### src/rtl/hazard_scoreboard.sv
// hazard_scoreboard: tracks destination registers of in-flight instructions
// from DE until their value can be bypassed, and stalls FD/PC when an FD
// instruction would consume a value that is not yet forwardable.
// Per-register wait code: 0 = forwardable, 1/2 = cycles left, 3 = held for multdiv.
module hazard_scoreboard (
    input  logic        clock,
    input  logic        reset,
    input  logic        issue_en,
    input  logic        issue_wr,
    input  logic [4:0]  issue_rd,
    input  logic        issue_is_load,
    input  logic        issue_is_md,
    input  logic [4:0]  fd_rs1,
    input  logic [4:0]  fd_rs2,
    input  logic [4:0]  fd_rd,
    input  logic        fd_is_md,
    input  logic        md_done,
    input  logic        wb_en,
    input  logic [4:0]  wb_rd,
    input  logic        flush,
    output logic        stall,
    output logic        md_busy,
    output logic [31:0] pending_mask
);

    // Registered scoreboard state
    logic [31:0]       r_pending;
    logic [31:0][1:0]  r_wait;
    logic              r_md_busy;
    logic [4:0]        r_md_rd;
    logic              r_li_valid;
    logic [4:0]        r_li_rd;
    logic              r_li_md;

    // Next-state and decode wires
    logic [31:0]       w_pending_nxt;
    logic [31:0][1:0]  w_wait_nxt;
    logic              w_md_busy_nxt;
    logic [4:0]        w_md_rd_nxt;
    logic              w_accept;
    logic [1:0]        w_issue_wait;
    logic              w_flush_hit;
    logic              w_md_done_hit;
    logic              w_rs1_haz;
    logic              w_rs2_haz;
    logic              w_waw_haz;
    logic              w_md_struct_haz;
    logic              w_stall;

    // Hazard detection: combinational from FD fields and registered state
    always_comb begin
        w_rs1_haz       = (fd_rs1 != 5'd0) && r_pending[fd_rs1] && (r_wait[fd_rs1] != 2'd0);
        w_rs2_haz       = (fd_rs2 != 5'd0) && r_pending[fd_rs2] && (r_wait[fd_rs2] != 2'd0);
        w_waw_haz       = r_md_busy && (fd_rd != 5'd0) && (fd_rd == r_md_rd);
        w_md_struct_haz = r_md_busy && fd_is_md;
        w_stall         = w_rs1_haz || w_rs2_haz || w_waw_haz || w_md_struct_haz;
    end

    // Issue acceptance and the initial wait code of the new entry
    always_comb begin
        w_accept      = issue_en && issue_wr && (issue_rd != 5'd0) && !w_stall;
        w_flush_hit   = flush && r_li_valid;
        w_md_done_hit = md_done && r_md_busy;
        if (issue_is_md) begin
            w_issue_wait = 2'd3;
        end else if (issue_is_load) begin
            w_issue_wait = 2'd1;
        end else begin
            w_issue_wait = 2'd0;
        end
    end

    // Per-register next state: issue-set beats clears, clears beat the decrement
    always_comb begin
        w_pending_nxt = r_pending;
        w_wait_nxt    = r_wait;
        for (int r = 1; r < 32; r++) begin
            if (w_accept && (issue_rd == 5'(r))) begin
                w_pending_nxt[r] = 1'b1;
                w_wait_nxt[r]    = w_issue_wait;
            end else begin
                if ((r_wait[r] == 2'd1) || (r_wait[r] == 2'd2)) begin
                    w_wait_nxt[r] = r_wait[r] - 2'd1;
                end else begin
                    w_wait_nxt[r] = r_wait[r];
                end
                if (w_md_done_hit && (r_md_rd == 5'(r))) begin
                    w_wait_nxt[r] = 2'd0;
                end else begin
                    w_wait_nxt[r] = w_wait_nxt[r];
                end
                if ((wb_en && (wb_rd == 5'(r))) || (w_flush_hit && (r_li_rd == 5'(r)))) begin
                    w_pending_nxt[r] = 1'b0;
                    w_wait_nxt[r]    = 2'd0;
                end else begin
                    w_pending_nxt[r] = r_pending[r];
                end
            end
        end
        // Register 0 is hardwired zero and never tracked
        w_pending_nxt[0] = 1'b0;
        w_wait_nxt[0]    = 2'd0;
    end

    // Multdiv slot next state: a flush of the multdiv wins over its md_done
    always_comb begin
        w_md_busy_nxt = r_md_busy;
        w_md_rd_nxt   = r_md_rd;
        if (w_accept && issue_is_md) begin
            w_md_busy_nxt = 1'b1;
            w_md_rd_nxt   = issue_rd;
        end else if (w_flush_hit && r_li_md) begin
            w_md_busy_nxt = 1'b0;
        end else if (md_done) begin
            w_md_busy_nxt = 1'b0;
        end else begin
            w_md_busy_nxt = r_md_busy;
        end
    end

    // State registers with asynchronous active-low clear
    always_ff @(posedge clock or negedge reset) begin
        if (!reset) begin
            r_pending  <= 32'd0;
            r_wait     <= '0;
            r_md_busy  <= 1'b0;
            r_md_rd    <= 5'd0;
            r_li_valid <= 1'b0;
            r_li_rd    <= 5'd0;
            r_li_md    <= 1'b0;
        end else begin
            r_pending  <= w_pending_nxt;
            r_wait     <= w_wait_nxt;
            r_md_busy  <= w_md_busy_nxt;
            r_md_rd    <= w_md_rd_nxt;
            r_li_valid <= w_accept;
            r_li_rd    <= w_accept ? issue_rd : 5'd0;
            r_li_md    <= w_accept && issue_is_md;
        end
    end

    assign stall        = w_stall;
    assign md_busy      = r_md_busy;
    assign pending_mask = r_pending;

endmodule

### config.mk
export PLATFORM = sky130hd
export DESIGN_NAME = hazard_scoreboard
export DESIGN_NICKNAME = d
export VERILOG_FILES = /design/src/rtl/hazard_scoreboard.sv
export SDC_FILE = /design/constraint.sdc
export NUM_CORES = 1
export LEC_CHECK = 0
export CORE_MARGIN = 2
export CORE_UTILIZATION = 33
export DETAILED_ROUTE_END_ITERATION = 10
export HOLD_SLACK_MARGIN = 0.1
export PLACE_DENSITY = 0.56
export SLEW_MARGIN = 10
export SYNTH_ARGS = -nofsm -noshare
export SYNTH_HDL_FRONTEND = slang
export SYNTH_SLANG_ARGS = --single-unit
### constraint.sdc
create_clock -name clock -period 3.1 [get_ports clock]
set_input_delay 0.31 -clock clock [delete_from_list [all_inputs] [get_ports clock]]
set_output_delay 0.31 -clock clock [all_outputs]
set_load 0.05 [all_outputs]
==> load_flow_metrics.sql <==
INSERT INTO impl_metrics (metric_group, metric, value, unit) VALUES
('outcome', 'outcome', 'completed', ''),
('critical_path', 'startpoint_type', 'input pin', ''),
('global_route', 'grt_start_max_net_pins', '66', ''),
('synthesis', 'synthSimpleGateAreaFrac', '0.187', ''),
('cts', 'cts.root.buffer_cell', 'sky130_fd_sc_hd__clkbuf_16', ''),
('drt', 'postRouteWirelength', '23.8', 'mm'),
('synthesis', 'synth-compound-area-share', '0.201', ''),
('synthesis', 'syn-num-nets', '682', ''),
('critical_path', 'critical_path_class', 'input pin to register', ''),
('critical_path', 'r2r_setup_slk', '250', 'ps'),
('cts', 'cts.sinks', '106', ''),
('pwr', 'power_per_cell_area', '495', 'nW/µm²'),
('global_route', 'initial_antenna_violation_count', '0', ''),
('cts', 'clock_tree.buffer_depth', '2', ''),
('sta', 'max_transition_margin', '0.414', ''),
('die', 'effective_utilization_at_floorplan', '0.336', ''),
('sta', 'hold_viol_final', '0', ''),
('hold_path', 'min-delay-path-class', 'register to register', ''),
('synthesis', 'most_frequently_used_flop_master_after_synthesis', 'sky130_fd_sc_hd__dfrtp_1', ''),
('critical_path', 'worst_r2r_startpoint', 'pending_mask[21]', ''),
('synthesis', 'yosysWarnings', '0', ''),
('drt', 'drt-wirelength-per-cell', '23.5', 'µm'),
('hold_path', 'hold_path_depth', '2', ''),
('hold_path', 'min-delay-start', 'r_wait[10]', ''),
('synthesis', 'yosysMostFrequentCell', 'sky130_fd_sc_hd__dfrtp_1', ''),
('sta', 'unrepaired_setup_endpoints_after_global_routing', 'yes', ''),
('global_route', 'globalRouteTotalUtil', '0.226', ''),
('sta', 'period_needed', '3070', 'ps'),
('place', 'routabilityCongestion', '0.942', ''),
('final_layout', 'post_route_cells_drive_above_1_share', '0.169', ''),
('drt', 'ant_nets', '0', ''),
('synthesis', 'synth_top_area_frac', '0.404', ''),
('synthesis', 'synth-async-reset-ratio', '1.00', ''),
('global_route', 'via_count_of_the_first_global_routing_pass', '5978', ''),
('final_layout', 'layoutNonFillerInstCount', '1012', ''),
('pwr', 'vdd_drop_max', '0.289', 'mV'),
('pwr', 'power.static_leakage', '3.41', 'nW'),
('sta', 'final.setup_skew', '11.6', 'ps'),
('critical_path', 'timing.reg2reg.worst_path_depth', '10', ''),
('pwr', 'finalPower', '0.00408', 'W'),
('sta', 'finalSetupTns', '0', 'ps'),
('synthesis', 'synth.cells.most_frequent', 'sky130_fd_sc_hd__dfrtp_1 (106), sky130_fd_sc_hd__mux2i_1 (58), sky130_fd_sc_hd__nor2_1 (55)', ''),
('place', 'place_hpwl', '18.0', 'mm'),
('die', 'std_cell_rows', '51', ''),
('synthesis', 'synth-seq-area-share', '0.404', ''),
('place', 'worst_slack_after_detailed_placement', '-346', 'ps'),
('critical_path', 'arrival', '3350', 'ps'),
('final_layout', 'fin_util', '0.423', ''),
('drt', 'detail_route.iter0.violations', '583', ''),
('synthesis', 'synth_top_family_by_area', 'compound AO/OA/AOI/OAI gates', ''),
('drt', 'route.detailed.vias_per_inst', '5.96', ''),
('final_layout', 'fin_nets', '777', ''),
('synthesis', 'xor_and_xnor_fraction_of_the_mapped_netlist_area', '0.00533', ''),
('synthesis', 'area_share_of_fa_ha_maj_cells_after_synthesis', '0', ''),
('drt', 'vias', '6030', ''),
('sta', 'clock.fmax', '0.326', 'GHz'),
('synthesis', 'synthTopCellsByArea', 'sky130_fd_sc_hd__dfrtp_1 (40%), sky130_fd_sc_hd__mux2i_1 (8.8%), sky130_fd_sc_hd__mux4_2 (3.4%)', ''),
('synthesis', 'syn-instance-count', '647', ''),
('sta', 'max_slew_violation_total_from_the_final_report', '0', ''),
('cts', 'cts_tree', 'yes', ''),
('die', 'boundaryPins', '69', ''),
('sta', 'setup_slack', '33.4', 'ps'),
('drt', 'detail_route.first_pass.iterations', '5', ''),
('critical_path', 'worst_ep_required_time', '3380', 'ps'),
('final_layout', 'layout_overhead_on_the_synthesized_area', '25.7', '%'),
('run', 'drv_cap', '0', ''),
('sta', 'setup_viol', '0', ''),
('die', 'die_w', '145', 'µm'),
('sta', 'min_period_over_period', '0.989', ''),
('cts', 'cts-htree-levels', '3', ''),
('hold_path', 'holdPathEnd', 'r_wait[11]', '');
## layer usage
metal / global-route usage / wire length, µm
met1: 0.326 / 11000
met2: 0.347 / 10700
met3: 0.0434 / 1680
met4: 0.0613 / 442
met5: 0 / 0
## sequential cells by signal, summed over array words and instances, names as in the netlist
name          cells
r_li_valid        1
r_md_rd           5
r_li_md           1
md_busy           1
pending_mask     31
r_wait           62
r_li_rd           5
## critical path: stages
cell and delay, ps:
sky130_fd_sc_hd__clkdlybuf4s50_1 510, sky130_fd_sc_hd__buf_12 170, sky130_fd_sc_hd__mux4_1 550, sky130_fd_sc_hd__mux2_2 280
sky130_fd_sc_hd__a21oi_1 150, sky130_fd_sc_hd__o32ai_1 120, sky130_fd_sc_hd__nand4b_4 250, sky130_fd_sc_hd__buf_6 190
sky130_fd_sc_hd__nor4_1 400, sky130_fd_sc_hd__buf_4 220, sky130_fd_sc_hd__mux2i_1 190
## how the worst max path moves through the flow
stage | cells after the start | endpoint | start | slack [ps]
finish | 11 | r_wait[31] | fd_rs2[0] | 30
global route | 11 | r_wait[18] | fd_rs2[0] | -20
CTS | 11 | r_wait[26] | fd_rs2[0] | 8
detailed placement | 10 | r_md_rd[1] | fd_rs2[0] | -350
global placement | 13 | r_wait[31] | fd_rs2[0] | -310
floorplan | 7 | r_wait[12] | pending_mask[11] | 250
## placed cells by master (no fill, tap or decap), types with 18 or more instances in the layout
cell type / instances
sky130_fd_sc_hd__dfrtp_1: 106
sky130_fd_sc_hd__clkdlybuf4s50_1: 65
sky130_fd_sc_hd__mux2i_1: 58
sky130_fd_sc_hd__nor2_1: 54
sky130_fd_sc_hd__buf_4: 51
sky130_fd_sc_hd__nand2_1: 33
sky130_fd_sc_hd__a22oi_1: 25
sky130_fd_sc_hd__a21o_1: 25
sky130_fd_sc_hd__o211ai_1: 24
sky130_fd_sc_hd__nor2b_1: 21
sky130_fd_sc_hd__nand3_1: 19
sky130_fd_sc_hd__inv_1: 18
## cells by family after synthesis
kind of cell	Yosys count
AND/OR/NAND/NOR	218
AO/OA/AOI/OAI	172
flip-flops	106
multiplexers	86
buffers and inverters	60
XOR/XNOR	4
other	1
## through the flow
stage	cell area [µm²]	hold WS, ps
floorplan	6570	14.4
global placement	7860	465
detailed placement	7860	485
CTS	8200	547
global route	8250	569
finish	8250	543
## cell type report
| class | instances | area, µm² |
|---|---|---|
| Fill cell | 1938 | 11300 |
| Multi-Input combinational cell | 481 | 3670 |
| Sequential cell | 106 | 2650 |
| Timing Repair Buffer | 125 | 1190 |
| Tap cell | 265 | 332 |
| Clock buffer | 10 | 239 |
| Clock inverter | 6 | 96.3 |
| Inverter | 19 | 71.3 |
## what timing repair did
item,CTS,global route
hold buffers,1,0
resized for setup,0,9
endpoints found under the hold margin,14,0
setup endpoints to repair,0,45
buffers inserted,0,1
## power by group
part           total, W  switching, W  internal, W  leakage [nW]
Combinational   0.00111      0.000694     0.000415          1.80
Sequential      0.00165      0.000174      0.00148          1.44
Clock           0.00132      0.000579     0.000742         0.161
Note: power is estimated with default switching activity, not from simulation.
